--- src/rtl/fixed_sample_capture_if.sv ---
// ============================================================================
// Module      : fixed_sample_capture_if
// Description : Valid/ready drain port carrying signed fixed-point samples.
// Revision    : 1.0 - initial release
// ============================================================================
`default_nettype none

interface fixed_sample_capture_if #(
   parameter int WIDTH = 25
);
   logic signed [WIDTH-1:0] out_data;
   logic                    out_valid;
   logic                    out_ready;

   modport master (output out_data, output out_valid, input out_ready);
   modport slave  (input out_data, input out_valid, output out_ready);
endinterface

`default_nettype wire

--- src/rtl/fixed_sample_capture.sv ---
// ============================================================================
// Module      : fixed_sample_capture
// Description : Decimating capture of a signed fixed-point model output into
//               a FIFO drained over valid/ready, with drop/range statistics.
// Revision    : 1.0 - initial release
// ============================================================================
`default_nettype none

module fixed_sample_capture #(
   parameter int WIDTH    = 25,
   parameter int EXPONENT = -16,
   parameter int DECIM    = 1,
   parameter int DEPTH    = 16,
   parameter int LIMIT    = 2**23
) (
   input  wire logic                      clk,
   input  wire logic                      rst,
   input  wire logic                      en,
   input  wire logic signed [WIDTH-1:0]   in_,
   fixed_sample_capture_if.master         out_if,
   output logic signed [31:0]             exponent_o,
   output logic [$clog2(DEPTH):0]         level,
   output logic [15:0]                    drop_count,
   output logic                           range_err,
   input  wire logic                      clear_stats
);
   localparam int              AW        = $clog2(DEPTH);
   localparam logic [15:0]     c_cnt_max = 16'(DECIM - 1);
   localparam logic [WIDTH:0]  c_limit   = (WIDTH+1)'(LIMIT);

   logic [15:0]               cnt_q, cnt_d;
   logic [AW:0]               wr_ptr_q, wr_ptr_d;
   logic [AW:0]               rd_ptr_q, rd_ptr_d;
   logic signed [WIDTH-1:0]   mem_q [DEPTH];
   logic signed [WIDTH-1:0]   mem_d [DEPTH];
   logic [15:0]               drop_count_q, drop_count_d;
   logic                      range_err_q, range_err_d;

   logic                      strobe;
   logic                      empty;
   logic                      full;
   logic                      pop;
   logic                      push;
   logic                      drop;
   logic [WIDTH:0]            in_ext;
   logic [WIDTH:0]            magnitude;
   logic                      violation;

   always_comb begin
      strobe = en && (cnt_q == c_cnt_max);
      empty  = (wr_ptr_q == rd_ptr_q);
      full   = (wr_ptr_q[AW] != rd_ptr_q[AW]) && (wr_ptr_q[AW-1:0] == rd_ptr_q[AW-1:0]);
      pop    = !empty && out_if.out_ready;
      // A pop in the same cycle frees the slot, so a full FIFO still accepts.
      push   = strobe && (!full || pop);
      drop   = strobe && full && !pop;

      // One extra bit so negating the most negative sample cannot wrap.
      in_ext    = {in_[WIDTH-1], in_};
      magnitude = in_[WIDTH-1] ? (~in_ext + 1'b1) : in_ext;
      violation = strobe && (magnitude > c_limit);
   end

   always_comb begin
      cnt_d = cnt_q;
      if (en) begin
         cnt_d = (cnt_q == c_cnt_max) ? 16'd0 : cnt_q + 16'd1;
      end

      mem_d    = mem_q;
      wr_ptr_d = wr_ptr_q;
      rd_ptr_d = rd_ptr_q;
      if (push) begin
         mem_d[wr_ptr_q[AW-1:0]] = in_;
         wr_ptr_d                = wr_ptr_q + 1'b1;
      end
      if (pop) begin
         rd_ptr_d = rd_ptr_q + 1'b1;
      end

      drop_count_d = drop_count_q;
      if (drop) begin
         if (clear_stats) begin
            drop_count_d = 16'd1;
         end else if (drop_count_q != 16'hFFFF) begin
            drop_count_d = drop_count_q + 16'd1;
         end
      end else if (clear_stats) begin
         drop_count_d = 16'd0;
      end

      range_err_d = range_err_q;
      if (violation) begin
         range_err_d = 1'b1;
      end else if (clear_stats) begin
         range_err_d = 1'b0;
      end
   end

   always_ff @(posedge clk) begin
      if (rst) begin
         cnt_q        <= 16'd0;
         wr_ptr_q     <= '0;
         rd_ptr_q     <= '0;
         drop_count_q <= 16'd0;
         range_err_q  <= 1'b0;
         for (int i = 0; i < DEPTH; i++) begin
            mem_q[i] <= '0;
         end
      end else begin
         cnt_q        <= cnt_d;
         wr_ptr_q     <= wr_ptr_d;
         rd_ptr_q     <= rd_ptr_d;
         drop_count_q <= drop_count_d;
         range_err_q  <= range_err_d;
         for (int i = 0; i < DEPTH; i++) begin
            mem_q[i] <= mem_d[i];
         end
      end
   end

   assign out_if.out_data  = mem_q[rd_ptr_q[AW-1:0]];
   assign out_if.out_valid = !empty;
   assign exponent_o       = 32'(EXPONENT);
   assign level            = wr_ptr_q - rd_ptr_q;
   assign drop_count       = drop_count_q;
   assign range_err        = range_err_q;
endmodule

`default_nettype wire

--- src/flat_wrapper.sv ---
// flat-port wrapper written by rule: the top's interface ports become plain ports
module fixed_sample_capture_flat 
#(
   parameter int WIDTH    = 25,
   parameter int EXPONENT = -16,
   parameter int DECIM    = 1,
   parameter int DEPTH    = 16,
   parameter int LIMIT    = 2**23
)
  (clk, rst, en, in_, exponent_o, level, drop_count, range_err, clear_stats, out_if_out_data, out_if_out_valid, out_if_out_ready);
  fixed_sample_capture_if #(.WIDTH(WIDTH)) out_if_i ();
  input  wire logic clk;
  input  wire logic rst;
  input  wire logic en;
  input  wire logic signed [WIDTH-1:0] in_;
  output logic signed [31:0] exponent_o;
  output logic [$clog2(DEPTH):0] level;
  output logic [15:0] drop_count;
  output logic range_err;
  input  wire logic clear_stats;
  output wire logic [$bits(out_if_i.out_data)-1:0] out_if_out_data;
  output wire logic [$bits(out_if_i.out_valid)-1:0] out_if_out_valid;
  input wire logic [$bits(out_if_i.out_ready)-1:0] out_if_out_ready;
  assign out_if_out_data = out_if_i.out_data;
  assign out_if_out_valid = out_if_i.out_valid;
  assign out_if_i.out_ready = out_if_out_ready;
  fixed_sample_capture #(.WIDTH(WIDTH), .EXPONENT(EXPONENT), .DECIM(DECIM), .DEPTH(DEPTH), .LIMIT(LIMIT)) u_core (.clk(clk), .rst(rst), .en(en), .in_(in_), .out_if(out_if_i), .exponent_o(exponent_o), .level(level), .drop_count(drop_count), .range_err(range_err), .clear_stats(clear_stats));
endmodule
--- config.mk ---
export PLATFORM = sky130hd
export DESIGN_NAME = fixed_sample_capture_flat
export DESIGN_NICKNAME = d
export VERILOG_FILES = /design/src/rtl/fixed_sample_capture_if.sv /design/src/rtl/fixed_sample_capture.sv /design/src/flat_wrapper.sv
export SDC_FILE = /design/constraint.sdc
export NUM_CORES = 1
export LEC_CHECK = 0
export BUFFER_PORTS_ARGS = -buffer_cell sky130_fd_sc_hd__buf_2
export CAP_MARGIN = 40
export CORE_MARGIN = 5
export CORE_UTILIZATION = 40
export DETAILED_ROUTE_END_ITERATION = 10
export GPL_TIMING_DRIVEN = 0
export PLACE_DENSITY = 0.62
export SYNTH_ARGS = -nofsm -noshare
export SYNTH_HDL_FRONTEND = slang
export SYNTH_SLANG_ARGS = --single-unit
--- constraint.sdc ---
create_clock -name clk -period 3.4 [get_ports clk]
set_clock_uncertainty 0.15 [all_clocks]
set_input_delay 0.51 -clock clk [delete_from_list [all_inputs] [get_ports clk]]
set_output_delay 0.51 -clock clk [all_outputs]
set_load 0.05 [all_outputs]
======== Yosys cells after proc, flatten, opt, wreduce, memory -nomap -nowiden ========
Index checks and enable logic that the tools add are counted.
operators by class
  $add $sub $neg .......................... 6
  $mul .................................... 0
  div/mod/pow operators ................... 0
  $lt $le $gt $ge ......................... 4
  eq/ne operators ......................... 4
  shift operators ......................... 0
  muxes and demuxes ....................... 14
  bitwise operators ....................... 3
  reduce and logical (&&, ||, !) cells .... 17
operators by type and width
  kind                     count
  $bwmux W400              1
  $bmux W25 S4             1
  $demux W25 S4            1
  $mux W16                 5
  $mux W25                 3
  $add A16 B1 Y16 const B  2
  $add A26 B1 Y26 const B  1
  $gt A26 B24 Y1 const B   1
  $mux W26                 1
  $not A26 Y26             1
  $logic_not A16 Y1        1
  $ne A16 B16 Y1 const B   1
  $add A5 B1 Y5 const B    2
  $ge A5 B5 Y1 const B     2
  $not A4 Y5               2
  $logic_and A1 B1 Y1      8
  $reduce_bool A2 Y1       3
  $eq A5 B5 Y1             1
  $lt A5 B1 Y1 const B     1
  $sub A5 B5 Y5            1
  $eq A4 B4 Y1             1
  $logic_not A1 Y1         3
  $mux W1                  2
  $reduce_and A2 Y1        1
  2 further kinds          2
storage, ports and cells
  register bits after elaboration ......... 443
  latch bits .............................. 0
  memory bits (writable) .................. 0
  bits in read-only memories .............. 0
  bits of input ports ..................... 30
  output and inout bits ................... 80
  word-level logic and storage cells ...... 69
  memories ................................ 0

======== Longest topological paths before layout ========
  depth in word-level cells ............... 7
  gate-level depth with buffers ........... 13
  depth with buffers taken out ............ 9

======== Least setup slack after synthesis ========
No wires, ideal clock.
  kind .................................... register to output
  from .................................... register u_core.rd_ptr_q[1]
  to ...................................... output level[3]
  arrival time ............................ 2.485 ns
  data required time ...................... 2.740 ns
  setup slack ............................. 0.255 ns
  stages on the path, launching flop included .. 8
  cell sequence ........................... dfxtp_1 > buf_1 > clkbuf_1 > inv_1 > ha_1 > a21o_1 > a21oi_1 > xnor2_1
between the ends
  cells in the longest elaborated chain, start to end .. 1
RTL lines
  item                      line                         RTL
  start: declaration        fixed_sample_capture.sv:33   logic [AW:0] rd_ptr_q, rd_ptr_d;
  start signal: assignment  fixed_sample_capture.sv:113  rd_ptr_q <= rd_ptr_d;
  $sub A5 B5 Y5             fixed_sample_capture.sv:125  assign level = wr_ptr_q - rd_ptr_q;
  end: declaration          flat_wrapper.sv:17           output logic [$clog2(DEPTH):0] level;
Every way passes these cells.

======== Final worst setup path ========
  from .................................... register u_core.rd_ptr_q[0]
  to ...................................... output out_if_out_data[4]
between the ends
  cells in the longest elaborated chain, start to end .. 4
RTL lines
  item                                          line                         RTL
  $not A4 Y5 (not written as such)              fixed_sample_capture.sv:122  assign out_if.out_data = mem_q[rd_ptr_q[AW-1:0]];
  $bmux W25 S4                                  fixed_sample_capture.sv:122
  $mux W25 (not written as such) (2 in series)  fixed_sample_capture.sv:122
  end: declaration                              flat_wrapper.sv:21           output wire logic [$bits(out_if_i.out_data)-1:0] out_if_out_data;
Every way passes these cells. The select of a mux whose other input is x is not followed.

==> impl_metrics.env <==
export IMPL_synth_top_family_by_area="simple AND/OR/NAND/NOR gates"
export IMPL_synth_seq_area_share_pct=43.60
export IMPL_setup_violations=0
export IMPL_rrSetupSlack_ns=0.11
export IMPL_wl_per_cell_um=19.88
export IMPL_syn_area_um2=20340
export IMPL_whs_endpoint="u_core.cnt_q[0]$_SDFFE_PP0P_"
export IMPL_rsz0062_at_grt="yes"
export IMPL_finalWorstSetupSlack_ns=0.01621
export IMPL_fmax_ghz=0.2955
export IMPL_clkSinkCount=443
export IMPL_finalWirelength_mm=64.14
export IMPL_first_iter_violations=1511
export IMPL_port_buffers=73
export IMPL_die_height_um=235.5
export IMPL_syn_inst=2356
export IMPL_rows=82
export IMPL_p_leak_nw=7.871
export IMPL_cts_buffers=48
export IMPL_max_stage_delay_ns=0.56
export IMPL_avgSynthCellArea_um2=8.634
export IMPL_cp_common_cell="mux4_2"
export IMPL_nets=2568
export IMPL_io_pins=110
export IMPL_antenna_found_initial=0
export IMPL_synthArstFlopShare_pct=0
export IMPL_die_x_um=235.5
export IMPL_path_class="reg2out"
export IMPL_path_delay_family="multiplexers"
export IMPL_clkTransAtPathRegs_ns=0.06
export IMPL_drive_gt1_share_pct=18.24
export IMPL_clk_path_buf_depth=3
export IMPL_cts_tree="yes"
export IMPL_reg2regPathDepth=12
export IMPL_vias=17734
export IMPL_power_density_nw_per_um2=527.1
export IMPL_die_area_um2=55460
export IMPL_grt_pass1_vias=17317
export IMPL_ys_flop_type="dfxtp_1"
export IMPL_synth_compound_area_share_pct=11.78
export IMPL_ys_warn_count=0
export IMPL_synth_top_area_cell="dfxtp_1"
export IMPL_ys_ff_latch=443
export IMPL_start_util_pct=40.46
export IMPL_crit_buf_inv=3
export IMPL_min_path_cells=3
export IMPL_timing_rr_end="u_core.mem_q[360]$_SDFFE_PP0P_"
export IMPL_cp_end_kind="output pin"
export IMPL_cap_violations=0
export IMPL_irDropWorstVdd_v=0.0003834
export IMPL_crit_path_top_delay_cell="mux4_2"
export IMPL_grt_overflow_total=0
export IMPL_root_buffer="clkbuf_16"
export IMPL_drtAntennaViolNets=0
export IMPL_status="complete, no violations"
export IMPL_critPathLaunchType="flop"
export IMPL_synth_top_area_share_pct=43.60
export IMPL_synth_simple_area_share_pct=21.74
export IMPL_syn2layout_area_growth_pct=16.00
export IMPL_grt_usage_pct=22.28
export IMPL_ctsHtreeMaxLevel=2
export IMPL_netlist_top_cells_area="dfxtp_1 44%, nand2_1 15%, mux4_2 14%, a21oi_1 10%, clkbuf_1 2.0%"
export IMPL_diodes=0
export IMPL_drc=0
export IMPL_grt_max_degree=13
export IMPL_rr_startpoint="u_core.rd_ptr_q[2]$_SDFFE_PP0P_"
export IMPL_holdBufCountCts=0
export IMPL_core_area_um2=50270
export IMPL_total_power_mw=12.44
export IMPL_dp_hpwl_mm=47.26
export IMPL_arrival_ns=2.72
export IMPL_first_pass_iters=5
export IMPL_synth_adder_area_share_pct=0.8981
export IMPL_fin_crit_ns=3.384
export IMPL_worstHoldStart="en"
export IMPL_pre_cts_slack_ns=-0.8876
export IMPL_clk_latency_ns=0.59
export IMPL_grt_pass1_wl_mm=99.06
export IMPL_synth_edf_count=0
export IMPL_vias_per_cell=5.496
export IMPL_synth_xor_area_share_pct=1.722
export IMPL_tightest_slew_ns=0.8210
export IMPL_yosysUniqueCellTypes=67
export IMPL_muxShareOfSynthArea_pct=14.09
export IMPL_drv_slew=0
export IMPL_worstPathRequired_ns=2.74
export IMPL_hp_class="in2reg"
export IMPL_cp_max_fo=10
export IMPL_relSlewSlack_pct=45.27
export IMPL_period_share_pct=99.52
export IMPL_routabilityCongestion=0.8713
export IMPL_hold_viol_final=0
export IMPL_crit_chain="clkbuf_8, buf_12, mux4_2, mux4_2, buf_2"
## flip-flops by register name, summed over array words and instances (netlist names)
signal,count
u_core.cnt_q,16
u_core.drop_count,16
u_core.range_err,1
u_core.mem_q,400
u_core.wr_ptr_q,5
u_core.rd_ptr_q,5
## cell usage after synthesis (all sizes together) (6+ instances only)
master	instances
dfxtp	443
buf	123
nand2	831
nor3	16
and3	9
o21ai	8
clkbuf	110
nand3	25
xor2	21
inv	21
and2	6
mux4	125
nor4	16
xnor2	19
a21oi	417
nand4	19
nor2	68
ha	13
## worst max path at each step
stage                                    start                             end  slack [ns]  cells after the start
2_1_floorplan  u_core.rd_ptr_q[1]$_SDFFE_PP0P_                        level[3]        0.25                      7
3_3_place_gp   u_core.rd_ptr_q[1]$_SDFFE_PP0P_   u_core.mem_q[95]$_SDFFE_PP0P_       -1.17                     12
3_5_place_dp   u_core.rd_ptr_q[1]$_SDFFE_PP0P_   u_core.mem_q[60]$_SDFFE_PP0P_       -0.89                     13
4_1_cts        u_core.rd_ptr_q[0]$_SDFFE_PP0P_              out_if_out_data[4]      0.0004                      5
5_1_grt        u_core.rd_ptr_q[1]$_SDFFE_PP0P_  u_core.mem_q[373]$_SDFFE_PP0P_       -0.01                     14
6_report       u_core.rd_ptr_q[0]$_SDFFE_PP0P_              out_if_out_data[4]        0.02                      5
## power breakdown
| part | switching, mW | total, mW | internal [mW] |
|---|---|---|---|
| combinational | 1.30 | 2.06 | 0.754 |
| sequential | 0.0528 | 5.31 | 5.26 |
| clock | 2.11 | 5.07 | 2.96 |
## cell families (layout without fill, tap and decap cells)
family,count (synthesis),in the layout
and+or+nand+nor,1014,1014
AOI/OAI and AO/OA,459,459
DFF,443,443
buffers and inverters,254,423
muxes,130,130
xor gates and xnor gates,40,40
adders and majority gates,14,14
other,2,32
## metal layers
| layer | share of wire [%] | vias up | global-route usage, % |
|---|---|---|---|
| met5 | 0 | - | 0 |
| met4 | 5.4 | 0 | 11.29 |
| met3 | 7.3 | 172 | 3.772 |
| met2 | 45 | 695 | 34.21 |
| met1 | 42 | 8630 | 30.42 |
| li1 | - | 8237 | - |
## worst register-to-register path: stages, from the launching register on
cell and delay, ns:
dfxtp_1 0.68, inv_1 0.17, ha_1 0.39, nand4_1 0.14, nor3_1 0.09, buf_2 0.20
nor2_4 0.23, buf_4 0.19, nand2_4 0.10, nor3_4 0.38, buf_4 0.26, nand2_1 0.07
a21oi_1 0.16
## area by class of cell
class / instances / area [um2]
plain buffers: 232 / 1385
clock buffers: 74 / 1480
clock inverters: 7 / 35.03
fillers: 4834 / 26680
inverters: 21 / 78.83
multi-input cells: 1689 / 10360
flip-flops and latches: 443 / 8874
well taps: 672 / 840.8
repair buffers: 89 / 544.3
## timing repair
item,4_1_cts,5_1_grt
hold endpoints to repair,0,0
setup endpoints to repair,452,331
resized for setup,73,24
cloned,1,0
pin swaps,1,2
setup buffers,7,4
## cells in the final DEF (no fill, tap or decap), types with 6 or more instances in the layout
cell and count:
nand2_1 827, dfxtp_1 441, a21oi_1 417, mux4_2 125
buf_2 118, clkbuf_1 111, buf_4 63, nor2_1 55
clkbuf_16 51, conb_1 32, xor2_1 21, inv_1 20
xnor2_1 19, clkbuf_8 18, nand4_1 17, buf_6 15
nand3_1 15, ha_1 13, nor2_4 11, nor3_1 10
nor4_1 10, clkbuf_4 9, and3_1 9, o21ai_0 7
clkinv_2 7, buf_12 6, nand3_4 6, nor3_4 6
and2_1 6
## through the flow
step / utilization (%) / hold WS [ns] / cell area, um2 / setup TNS [ns] / instances
floorplan: - / 0.2831 / 20450 / 0 / 2386
global placement: 43.08 / 0.2881 / 21660 / -453.53 / 3131
finish: 46.93 / 0.1456 / 23600 / 0 / 3227
detailed placement: 43.17 / 0.2956 / 21700 / -311.39 / 3135
global route: 46.93 / 0.1759 / 23600 / -0.03667 / 3227
CTS: 46.75 / 0.1164 / 23500 / 0 / 3223
No activity file was read; power rests on OpenSTA's default activity.
